<file path="src/rtl/multi_debouncer_if.sv">
// Button/level/pulse bundle for multi_debouncer; the DUT uses the slave modport.
interface multi_debouncer_if #(
    parameter int N = 4
);
    logic [N-1:0] button_i;
    logic [N-1:0] level_o;
    logic [N-1:0] press_o;
    logic [N-1:0] release_o;

    modport master (output button_i, input level_o, press_o, release_o);
    modport slave  (input button_i, output level_o, press_o, release_o);
endinterface

</file>
<file path="src/rtl/multi_debouncer.sv">
// N-channel button debouncer with registered press/release pulses.
// Define MULTI_DEBOUNCER_AUTOREPEAT_EN to add per-channel auto-repeat press pulses.
module multi_debouncer_lane #(
    parameter int CNT_W         = 16,
    parameter int STABLE_CNT    = 36864
`ifdef MULTI_DEBOUNCER_AUTOREPEAT_EN
    ,
    parameter int REPEAT_DELAY  = 4000000,
    parameter int REPEAT_PERIOD = 1000000
`endif
) (
    input  logic clk,
    input  logic rst,
    input  logic button_i,
    output logic level_o,
    output logic press_o,
    output logic release_o
);
    localparam logic [CNT_W-1:0] CNT_LAST = CNT_W'(STABLE_CNT - 1);

    logic             sync1_q, sync2_q;
    logic [CNT_W-1:0] cnt_q, cnt_d;
    logic             level_q, level_d;
    logic             press_q, press_d;
    logic             release_q, release_d;
    logic             accept, rise, fall, rpt_fire;

    // Counter only runs while the synchronized input disagrees with the accepted level.
    always_comb begin
        accept  = (sync2_q != level_q) && (cnt_q == CNT_LAST);
        rise    = accept & sync2_q;
        fall    = accept & ~sync2_q;
        level_d = accept ? sync2_q : level_q;
        cnt_d   = ((sync2_q == level_q) || accept) ? '0 : cnt_q + CNT_W'(1);
    end

    assign press_d   = rise | rpt_fire;
    assign release_d = fall;

`ifdef MULTI_DEBOUNCER_AUTOREPEAT_EN
    localparam int RPT_MAX = (REPEAT_DELAY > REPEAT_PERIOD) ? REPEAT_DELAY : REPEAT_PERIOD;
    localparam int RPT_W   = $clog2(RPT_MAX + 1);
    localparam logic [RPT_W-1:0] RPT_FIRST = RPT_W'(REPEAT_DELAY - 1);
    localparam logic [RPT_W-1:0] RPT_NEXT  = RPT_W'(REPEAT_PERIOD - 1);

    logic [RPT_W-1:0] rpt_q, rpt_d;
    logic             rpt_phase_q, rpt_phase_d;
    logic             held;

    // held excludes the rise edge itself, so the count restarts at 0 in the edge-press cycle.
    always_comb begin
        held        = level_q & level_d;
        rpt_fire    = held && (rpt_q == (rpt_phase_q ? RPT_NEXT : RPT_FIRST));
        rpt_d       = rpt_q + RPT_W'(1);
        rpt_phase_d = rpt_phase_q;
        if (!held) begin
            rpt_d       = '0;
            rpt_phase_d = 1'b0;
        end else if (rpt_fire) begin
            rpt_d       = '0;
            rpt_phase_d = 1'b1;
        end
    end

    always_ff @(posedge clk) begin
        if (rst) begin
            rpt_q       <= '0;
            rpt_phase_q <= 1'b0;
        end else begin
            rpt_q       <= rpt_d;
            rpt_phase_q <= rpt_phase_d;
        end
    end
`else
    assign rpt_fire = 1'b0;
`endif

    always_ff @(posedge clk) begin
        if (rst) begin
            sync1_q   <= 1'b0;
            sync2_q   <= 1'b0;
            cnt_q     <= '0;
            level_q   <= 1'b0;
            press_q   <= 1'b0;
            release_q <= 1'b0;
        end else begin
            sync1_q   <= button_i;
            sync2_q   <= sync1_q;
            cnt_q     <= cnt_d;
            level_q   <= level_d;
            press_q   <= press_d;
            release_q <= release_d;
        end
    end

    assign level_o   = level_q;
    assign press_o   = press_q;
    assign release_o = release_q;
endmodule

module multi_debouncer #(
    parameter int N             = 4,
    parameter int CNT_W         = 16,
    parameter int STABLE_CNT    = 36864,
    parameter int REPEAT_DELAY  = 4000000,
    parameter int REPEAT_PERIOD = 1000000
) (
    input  logic               clk,
    input  logic               rst,
    multi_debouncer_if.slave   bus
);
    logic [N-1:0] level_w, press_w, release_w;

    if (N < 1 || N > 32 || STABLE_CNT < 2 ||
        longint'(STABLE_CNT) > ((64'd1 << CNT_W) - 64'd1) ||
        REPEAT_DELAY < 1 || REPEAT_PERIOD < 1) begin : g_param_check
        $error("multi_debouncer: illegal parameter combination");
    end

    for (genvar i = 0; i < N; i++) begin : g_lane
        multi_debouncer_lane #(
            .CNT_W         (CNT_W),
            .STABLE_CNT    (STABLE_CNT)
`ifdef MULTI_DEBOUNCER_AUTOREPEAT_EN
            ,
            .REPEAT_DELAY  (REPEAT_DELAY),
            .REPEAT_PERIOD (REPEAT_PERIOD)
`endif
        ) u_lane (
            .clk       (clk),
            .rst       (rst),
            .button_i  (bus.button_i[i]),
            .level_o   (level_w[i]),
            .press_o   (press_w[i]),
            .release_o (release_w[i])
        );
    end

    assign bus.level_o   = level_w;
    assign bus.press_o   = press_w;
    assign bus.release_o = release_w;
endmodule

</file>
<file path="src/flat_wrapper.sv">
// flat-port wrapper written by rule: the top's interface ports become plain ports
module multi_debouncer_flat 
#(
    parameter int N             = 4,
    parameter int CNT_W         = 16,
    parameter int STABLE_CNT    = 36864,
    parameter int REPEAT_DELAY  = 4000000,
    parameter int REPEAT_PERIOD = 1000000
)
  (clk, rst, bus_button_i, bus_level_o, bus_press_o, bus_release_o);
  multi_debouncer_if #(.N(N)) bus_i ();
  input  logic clk;
  input  logic rst;
  input wire logic [$bits(bus_i.button_i)-1:0] bus_button_i;
  output wire logic [$bits(bus_i.level_o)-1:0] bus_level_o;
  output wire logic [$bits(bus_i.press_o)-1:0] bus_press_o;
  output wire logic [$bits(bus_i.release_o)-1:0] bus_release_o;
  assign bus_i.button_i = bus_button_i;
  assign bus_level_o = bus_i.level_o;
  assign bus_press_o = bus_i.press_o;
  assign bus_release_o = bus_i.release_o;
  multi_debouncer #(.N(N), .CNT_W(CNT_W), .STABLE_CNT(STABLE_CNT), .REPEAT_DELAY(REPEAT_DELAY), .REPEAT_PERIOD(REPEAT_PERIOD)) u_core (.clk(clk), .rst(rst), .bus(bus_i));
endmodule
</file>
<file path="config.mk">
export PLATFORM = sky130hd
export DESIGN_NAME = multi_debouncer_flat
export DESIGN_NICKNAME = d
export VERILOG_FILES = /design/src/rtl/multi_debouncer_if.sv /design/src/rtl/multi_debouncer.sv /design/src/flat_wrapper.sv
export SDC_FILE = /design/constraint.sdc
export NUM_CORES = 1
export LEC_CHECK = 0
export ABC_CLOCK_PERIOD_IN_PS = 3300
export CAP_MARGIN = 5
export CORE_MARGIN = 5
export CORE_UTILIZATION = 53
export DETAILED_ROUTE_END_ITERATION = 12
export HOLD_SLACK_MARGIN = 0.03
export PLACE_DENSITY_LB_ADDON = 0.12
export SLEW_MARGIN = 40
export SYNTH_ARGS = -nofsm -noshare
export SYNTH_HDL_FRONTEND = slang
export SYNTH_SLANG_ARGS = --single-unit
</file>
<file path="constraint.sdc">
create_clock -name clk -period 3.3 [get_ports clk]
set_clock_uncertainty 0.15 [all_clocks]
set_input_delay 0.66 -clock clk [delete_from_list [all_inputs] [get_ports clk]]
set_output_delay 0.66 -clock clk [all_outputs]
set_load 0.01 [all_outputs]
</file>
==> flow_summary.yaml <==
outcome:
  status: "finished clean"
synthesis:
  synth_top_cells_by_count: "dfxtp_1, nor2_1, xnor2_1"
  synth_compound_area_share_pct: 1.056
  synth.area.top_cells: "dfxtp_1, xnor2_1, nor2_1"
  synth_adder_area_share_pct: 1.407
  synth_top_family_by_area: "simple AND/OR/NAND/NOR gates"
  synth_nets: 395
  syn-cell-area_um2: 3556
  yosys.area_share.simple_pct: 28.36
  synth.distinct_cells: 30
  syn_avg_cell_area_um2: 9.236
  synth_edf_count: 0
  async_reset_ff_share_pct: 0
  synth_top_area_share_pct: 47.29
  ys.flop_type: "dfxtp_1"
  yosys-mux-area-fraction_pct: 1.126
  ys_ff_latch: 84
  synthXorXnorAreaFrac_pct: 14.53
  synth_seq_area_share_pct: 47.29
  syn_inst: 385
  ys_warn_count: 0
  yosysTopAreaCell: "dfxtp_1"
worst_hold_path:
  min-delay-start: "u_core.g_lane[2].u_lane.sync1_q"
  min_path_cells: 1
  holdPathEnd: "u_core.g_lane[2].u_lane.sync2_q"
  hp-class: "register to register"
finish:
  syn_to_final_growth_pct: 9.711
  drive_gt1_share_pct: 6.000
  nNetsFinal: 405
  fin_cells: 477
  antenna_cells: 0
  fin_util_pct: 60.74
critical_path:
  r2r_slack_ns: 1.00
  cp.required_ns: 3.35
  r2r_start: "u_core.g_lane[0].u_lane.cnt_q[0]"
  arrival_ns: 2.35
  rr_endpoint: "u_core.g_lane[0].u_lane.cnt_q[11]"
  critPathMaxStageDelay_ns: 0.52
  crit_type: "register to register"
  crit_chain: "ha_1 -> nand4_1 -> nor4_4 -> nand2b_1 -> nor2_1"
  cp_max_fo: 15
  cp_num_cells: 5
  cp_top_family: "simple AND/OR/NAND/NOR gates"
  worstSetupStartpointType: "register"
  cp_slowest_cell: "nand2b_1"
  ff2ff_path_depth: 5
  worstSetupEndpointType: "register"
  crit_buf_inv: 0
grt:
  antenna_found_initial: 0
  grt_pass1_wl_mm: 9.915
  grt_pass1_vias: 2291
  gr-total-overflow: 0
  grt_max_degree: 19
  track_usage_pct: 14.23
clock_tree:
  ctsHoldBuffers: 0
  path_clk_slew_ns: 0.08
  post_cts_buffers: 0
  cts_buffers: 9
  clock_latency_ns: 0.34
  ctsResizeCount: 0
  h-tree-depth: 3
  clock_path_buffers: 2
  root_buffer: "clkbuf_8"
  clkSinkCount: 84
  cts_tree: "done"
timing:
  fin_crit_sh_pct: 69.59
  hold_violations: 0
  setup_viol_count_final: 0
  final.setup.worst_slack_ns: 1.004
  worstMarginPinSlew_ns: 0.6143
  slew_headroom_pct: 59.05
  finalSetupTns_ns: 0
  maxSlewViolCount: 0
  hold_slack_ns: 0.2996
  period_minus_slack_ns: 2.296
  rsz0062_at_grt: "no"
  fmax_mhz: 435.5
floorplanning:
  core-area_um2: 6422
  die_w_um: 91.91
  die_y_um: 91.91
  dieArea_um2: 8447
  row_count: 29
  start_util_pct: 55.37
  io_pins: 18
run:
  max-cap-violations: 0
place:
  io_buffer_count: 17
  gp_congestion: 0.7403
  placed_cells: 460
  dp_slack_ns: 0.9978
  hpwlAfterDp_mm: 3.830
detailed_routing:
  num_vias: 2454
  antenna_left: 0
  drt_iter0_markers: 52
  dr.pass1.iters: 4
  avgRoutedWirePerCell_um: 11.97
  drcViolationCount: 0
  viasPerCell: 5.145
  wirelength_mm: 5.711
pwr:
  peakVddDrop_mv: 0.2352
  leakagePower_nw: 1.170
  pwr_density_cell_nw_per_um2: 486.5
## area by class of cell
class,count,area [um^2]
timing repair buffer,19,185.2
sequential,84,1682
tap,77,96.34
fill,573,2521
clock inverter,4,97.59
clock buffer,12,135.1
inverter,14,52.55
multi-input combinational,267,1653
## cell families after synthesis
| logic type | after synthesis |
|---|---|
| compound gates | 2 |
| simple gates | 198 |
| flops | 84 |
| xor+xnor | 59 |
| fa+ha+maj | 4 |
| buf+inv | 34 |
| mux | 4 |
## layout by cell type (no fill, tap or decap)
cell,instances
and4_1,1
and3_1,3
buf_4,2
nor2b_1,8
and3_2,1
nor2_1,84
dfxtp_1,84
nor3_1,18
ha_1,4
nand3_1,19
or4b_1,3
clkbuf_8,9
nand4_1,17
and2_1,1
xnor2_1,47
clkinvlp_4,1
or4b_4,1
bufinv_16,3
o41ai_4,1
nor4_1,14
clkbuf_1,3
nand4_2,1
xor2_1,12
mux2i_1,4
clkdlybuf4s50_1,17
nand2_1,18
nor4_4,2
a211o_2,1
nand2b_1,5
inv_1,14
nor4_2,2
## metrics by stage
step | instance area, um^2 | total power, W
2_1_floorplan | 3556 | 0.001065
3_3_place_gp | 3661 | 0.001071
3_5_place_dp | 3661 | 0.001072
4_1_cts | 3894 | 0.001920
5_1_grt | 3901 | 0.001964
6_report | 3901 | 0.001898
## how the worst max path moves through the flow
stage | endpoint | slack, ns | startpoint
finish | u_core.g_lane[0].u_lane.cnt_q[11] | 1.00 | u_core.g_lane[0].u_lane.cnt_q[0]
global placement | u_core.g_lane[3].u_lane.cnt_q[15] | 1.02 | rst
global route | u_core.g_lane[0].u_lane.cnt_q[7] | 0.77 | u_core.g_lane[0].u_lane.cnt_q[0]
CTS | u_core.g_lane[0].u_lane.cnt_q[11] | 0.98 | u_core.g_lane[0].u_lane.cnt_q[0]
detailed placement | u_core.g_lane[3].u_lane.cnt_q[2] | 1.0 | rst
floorplan | u_core.g_lane[0].u_lane.cnt_q[11] | 1.40 | u_core.g_lane[0].u_lane.cnt_q[0]
## flip-flops by register name (all words and copies together) (netlist names)
name                            cells
u_core.g_lane.u_lane.level_o        4
u_core.g_lane.u_lane.press_o        4
u_core.g_lane.u_lane.release_o      4
u_core.g_lane.u_lane.sync2_q        4
u_core.g_lane.u_lane.sync1_q        4
u_core.g_lane.u_lane.cnt_q         64
## power breakdown
group	leakage [nW]	internal, W	switching, W	total (W)
combinational	0.381	0.0000121	0.0000133	0.0000254
sequential	0.678	0.00102	0.00000389	0.00102
clock	0.111	0.000504	0.000346	0.000850
## routing by layer
| metal | vias up | part of all wire [%] | global-route usage [%] | wire length (um) |
|---|---|---|---|---|
| met5 | - | 0 | 0 | 0 |
| met4 | 0 | 1.7 | 7.426 | 99 |
| met3 | 10 | 2.5 | 3.028 | 141 |
| met2 | 22 | 47 | 23.36 | 2703 |
| met1 | 1122 | 48 | 17.58 | 2767 |
| li1 | 1300 | - | - | - |
(Power assumes the default switching activity.)
